==> src/rtl/apb_cmd_drain.sv <==
// APB3 master that drains the async command FIFO one transfer at a time.
// Each popped command runs as one APB transaction and produces one completion word.
module apb_cmd_drain #(
    parameter int ADDR_W      = 32,
    parameter int DATA_W      = 32,
    parameter int TIMEOUT_CYC = 16,
    parameter int CMD_W       = 1 + ADDR_W + DATA_W,
    parameter int RSP_W       = DATA_W + 3
) (
    input  logic              rclk,
    input  logic              rrst_n,
    input  logic              cmd_rempty,
    output logic              cmd_rinc,
    input  logic [CMD_W-1:0]  cmd_rdata,
    input  logic              rsp_wfull,
    output logic              rsp_winc,
    output logic [RSP_W-1:0]  rsp_wdata,
    output logic              psel,
    output logic              penable,
    output logic              pwrite,
    output logic [ADDR_W-1:0] paddr,
    output logic [DATA_W-1:0] pwdata,
    input  logic [DATA_W-1:0] prdata,
    input  logic              pready,
    input  logic              pslverr,
    output logic              busy
);

    typedef enum logic [2:0] {
        IDLE,
        POP,
        LOAD,
        SETUP,
        ACCESS,
        RESP
    } state_t;

    // A zero-width counter is illegal, so keep one bit when the timeout is disabled.
    localparam int               CNT_W     = (TIMEOUT_CYC > 0) ? $clog2(TIMEOUT_CYC + 1) : 1;
    localparam int               TO_LAST_I = (TIMEOUT_CYC > 0) ? TIMEOUT_CYC - 1 : 0;
    localparam logic [CNT_W-1:0] TO_LAST   = CNT_W'(TO_LAST_I);
    localparam bit               TO_EN     = (TIMEOUT_CYC > 0);

    state_t           state;
    state_t           state_nxt;
    logic [CNT_W-1:0] cnt;
    logic             to_hit;
    logic [DATA_W-1:0] rd_sel;

    assign to_hit = TO_EN && (cnt == TO_LAST);
    assign rd_sel = pwrite ? {DATA_W{1'b0}} : prdata;

    always_ff @(posedge rclk or negedge rrst_n) begin
        if (!rrst_n) begin
            state <= IDLE;
        end else begin
            state <= state_nxt;
        end
    end

    always_comb begin
        state_nxt = state;
        case (state)
            IDLE:    if (!cmd_rempty) state_nxt = POP;
            POP:     state_nxt = LOAD;
            LOAD:    state_nxt = SETUP;
            SETUP:   state_nxt = ACCESS;
            ACCESS:  if (pready || to_hit) state_nxt = RESP;
            RESP:    if (!rsp_wfull) state_nxt = IDLE;
            default: state_nxt = IDLE;
        endcase
    end

    // Strobes decode straight from state so an async reset kills them immediately.
    assign cmd_rinc = (state == POP);
    assign psel     = (state == SETUP) || (state == ACCESS);
    assign penable  = (state == ACCESS);
    assign rsp_winc = (state == RESP) && !rsp_wfull;
    assign busy     = (state != IDLE);

    always_ff @(posedge rclk or negedge rrst_n) begin
        if (!rrst_n) begin
            pwrite    <= 1'b0;
            paddr     <= '0;
            pwdata    <= '0;
            rsp_wdata <= '0;
            cnt       <= '0;
        end else begin
            if (state == LOAD) begin
                pwrite <= cmd_rdata[CMD_W-1];
                paddr  <= cmd_rdata[DATA_W +: ADDR_W];
                pwdata <= cmd_rdata[DATA_W-1:0];
                cnt    <= '0;
            end
            if (state == ACCESS) begin
                if (pready) begin
                    rsp_wdata <= {1'b0, pslverr, pwrite, rd_sel};
                end else if (to_hit) begin
                    rsp_wdata <= {1'b1, 1'b0, pwrite, {DATA_W{1'b0}}};
                end else begin
                    cnt <= cnt + CNT_W'(1);
                end
            end
        end
    end

endmodule

==> config.mk <==
export PLATFORM = sky130hd
export DESIGN_NAME = apb_cmd_drain
export DESIGN_NICKNAME = d
export VERILOG_FILES = /design/src/rtl/apb_cmd_drain.sv
export SDC_FILE = /design/constraint.sdc
export NUM_CORES = 1
export LEC_CHECK = 0
export CORE_MARGIN = 2
export CORE_UTILIZATION = 43
export CTS_BUF_LIST = sky130_fd_sc_hd__clkbuf_8 sky130_fd_sc_hd__clkbuf_16
export CTS_CLUSTER_SIZE = 30
export DETAILED_ROUTE_END_ITERATION = 10
export GPL_TIMING_DRIVEN = 1
export PLACE_DENSITY = 0.92
export SKIP_CTS_REPAIR_TIMING = 1
export SYNTH_ARGS = -nofsm -noshare
export SYNTH_HDL_FRONTEND = slang
export SYNTH_SLANG_ARGS = --single-unit
==> constraint.sdc <==
create_clock -name rclk -period 2.8 [get_ports rclk]
set_clock_uncertainty 0.05 [all_clocks]
set_input_delay 0.42 -clock rclk [delete_from_list [all_inputs] [get_ports rclk]]
set_output_delay 0.42 -clock rclk [all_outputs]
set_load 0.02 [all_outputs]
==> summary.md <==
| Metric | Value |
|---|---|
| Status | `finished, final reports clean` |
| Antenna violations before repair | `0` |
| # clock sinks | `about 110` |
| Yosys cell types | `38` |
| CP Depth | `3` |
| Register Area | `2700 µm²` |
| Synthesis warning total | `0` |
| Synth Net Count | `370` |
| Finished Cell Area | `6540 µm²` |
| Area leader, netlist | `dfrtp_1` |
| Die H | `around 100 µm` |
| EDFF count, synth | `0` |
| Vias per inst | `5.03` |
| Core Area | `9330 µm²` |
| Clk_lat worst skew | `0.35 ns` |
| Worst VDD drop | `0.626 mV` |
| # IOs | `208` |
| Slew @ Worst Pin | `~0.7 ns` |
| Clock power share | `between 10% and 20%` |
| Top Family by Delay on Critical Path | `buffers and inverters` |
| Hold slack | `0.0361 ns` |
| Final min period | `2.44 ns` |
| Area fraction of the dominant cell type after synthesis | `between 60% and 70%` |
| Initial DRC Count | `56` |
| Largest net degree at the start of global routing | `57` |
| Register area share after synthesis | `about two thirds` |
| Critical path's slowest cell | `clkdlybuf4s50_1` |
| GP Congestion | `about 0.73` |
| Worst endpoint data arrival time | `roughly 2 ns` |
| Vias | `3042` |
| First-pass GRT wire length | `16.3 mm` |
| Max Fanout on Critical Path | `12` |
| Horiz. Die Dim | `between 100 and 150 µm` |
| Setup CP Type | `register to output pin` |
| Flop pwr share | `35.3%` |
| ANT nets after route | `0` |
| Mean Syn Cell Area | `15.6 µm²` |
| CTS tree | `yes` |
| Final #Nets | `~580` |
| Setup TNS | `0 ns` |
| Total CTS buffers | `9` |
| Mapped Cells | `266` |
| Share of cells above drive strength 1 | `slightly below 20%` |
| Post-route DRC | `0` |
| R2R cell count | `3` |
| Pre-antenna DRT Iters | `4` |
| N_diodes | `0` |
| Unrepaired setup endpoints after global routing | `false` |
| Routed wire per std cell | `17.8 µm` |
| Final wirelength | `10.8 mm` |
| Switching Fraction | `36.3%` |
| Worst Path Buf+Inv | `1` |
| Hold Vio Cnt, Final | `0` |
| Die ar. | `10500 µm²` |
| Power Dens Cells | `1200 nW/µm²` |
| Final setup vio count | `0` |
| Gr ovfl total | `0` |
| Leakage power | `2.79 nW` |
| Clk slew on worst S/H paths | `around 0.11 ns` |
| Hpwl dp | `8.08 mm` |
| Max Slew Vio Count | `0` |
| Worst EP required | `about 2.3 ns` |
| Top_reg_cell synth | `dfrtp_1` |
| H-tree Lvls | `3` |
| Global Route Usage Sum | `20.3%` |
| Placed Cells | `just under 600` |
| DP Area | `between 6000 and 7000 µm²` |
| Max stage delay on crit path | `around 0.6 ns` |
| Fmax | `410 MHz` |
| Area grow syn2layout | `57.1%` |
| Vias in the first global route | `3193` |
| Area taken by multi-input logic gates | `roughly 1300 µm²` |
| Hold Crit Class | `input port to asynchronous set/reset pin` |
| Final-layout fill cell count | `654` |
| Pint | `4.99 mW` |
| Setup crit end kind | `output pin` |
| R2r startpoint | `state[0]` |
| Max clock buf depth | `2` |
| Synth top area cells | `dfrtp_1, mux2_2, a22o_1, mux2_4, buf_4` |
| MaxCap Viol Count | `0` |
| Gate power share | `52.7%` |
| Seq cells post-synth | `108` |
| Max-Slew Margin vs Limit | `54.4%` |
| Initial core utilization | `~45%` |
| Ys async rst share | `100%` |
| CP Cell Sequence | `nor2b_1 > and3_1 > clkdlybuf4s50_1` |
| I/O Buffers | `207` |
| NetSw | `2.85 mW` |
| Final Non-Filler Cells | `605` |
| Synthesized area | `between 4000 and 5000 µm²` |
| Rows | `35` |
| Worst Setup SP | `state[0]` |
| Period utilization | `between 80% and 90%` |
| Crit path launch type | `register` |
| Root Driver | `clkbuf_8` |
[synthesized netlist by cell type (3+ instances only)]
| cell | number |
|---|---|
| mux2_2 | 60 |
| buf_2 | 7 |
| inv_1 | 3 |
| a22o_1 | 32 |
| nand2_1 | 3 |
| and3_1 | 3 |
| buf_4 | 5 |
| clkbuf_1 | 3 |
| dfrtp_1 | 108 |
| mux2_4 | 6 |
| buf_6 | 3 |
| o21ai_0 | 4 |
| a21oi_1 | 4 |
[final timing paths]
check / end / slack [ns]
worst max-delay path: rsp_winc / 0.36
worst min-delay path: paddr[3] / 0.04
worst max register to register: paddr[30] / 0.92
worst min register to register: paddr[17] / 0.46
max in group asynchronous: pwdata[4] / 1.90
min in group rclk: paddr[17] / 0.46
[registers in the layout (all words and copies together) (netlist names)]
register and flops:
rsp_wdata 35, paddr 32, pwdata 32, cnt 5, state 3, pwrite 1
[power by group through the flow]
stage	Combinational [mW]	Sequential, mW	Clock, mW
after detailed placement	4.16	2.81	0
after CTS	4.18	2.78	0.971
final	4.13	2.77	0.942
after floorplan	1.33	3.63	0
after global routing	4.36	2.87	1.03
after global placement	4.06	2.74	0
[through the flow]
| stage | utilization, % | worst slack (ns) | power (mW) |
|---|---|---|---|
| floorplan | - | 0.984 | 4.96 |
| global placement | 68.0 | 0.584 | 6.80 |
| detailed placement | 68.0 | 0.551 | 6.97 |
| CTS | 70.1 | 0.344 | 7.93 |
| global route | 70.1 | 0.244 | 8.26 |
| finish | 70.1 | 0.361 | 7.84 |
[cell families after synthesis]
family	count (synthesis)	share of synthesized area, %
adder cells (fa/ha/maj)	1	0.301
buffers and inverters	21	3.10
AND/OR/NAND/NOR	19	3.13
AO/OA/AOI/OAI	49	9.65
multiplexers	67	18.6
flip-flops	108	65.0
XOR/XNOR	1	0.211
[cell usage in the layout (no fill, tap or decap), drive strengths merged, types with 3 or more instances in the layout]
master	synthesis	layout
nand2	3	3
and3	3	3
mux2	66	66
o21ai	5	5
clkdlybuf4s50	0	206
clkinvlp	0	3
a22o	32	32
clkbuf	3	9
a21oi	4	4
dfrtp	108	108
buf	15	6
inv	3	6
[final cells by class]
class	count	share of cell area [%]
Timing Repair Buffer	212	32.6
Clock inverter	7	1.13
Multi-Input combinational cell	137	20.4
Clock buffer	9	1.90
Tap cell	129	2.47
Sequential cell	108	41.3
Inverter	3	0.172
[per-layer routing]
| layer | track usage (%) | up-vias | part of all wire (%) |
|---|---|---|---|
| li1 | - | 1385 | - |
| met5 | 0 | - | 0 |
| met2 | 37.5 | 120 | 54 |
| met1 | 23.1 | 1513 | 38 |
| met4 | 8.10 | 0 | 2.4 |
| met3 | 3.83 | 24 | 6.0 |
Power figures use the tool's default switching activity.
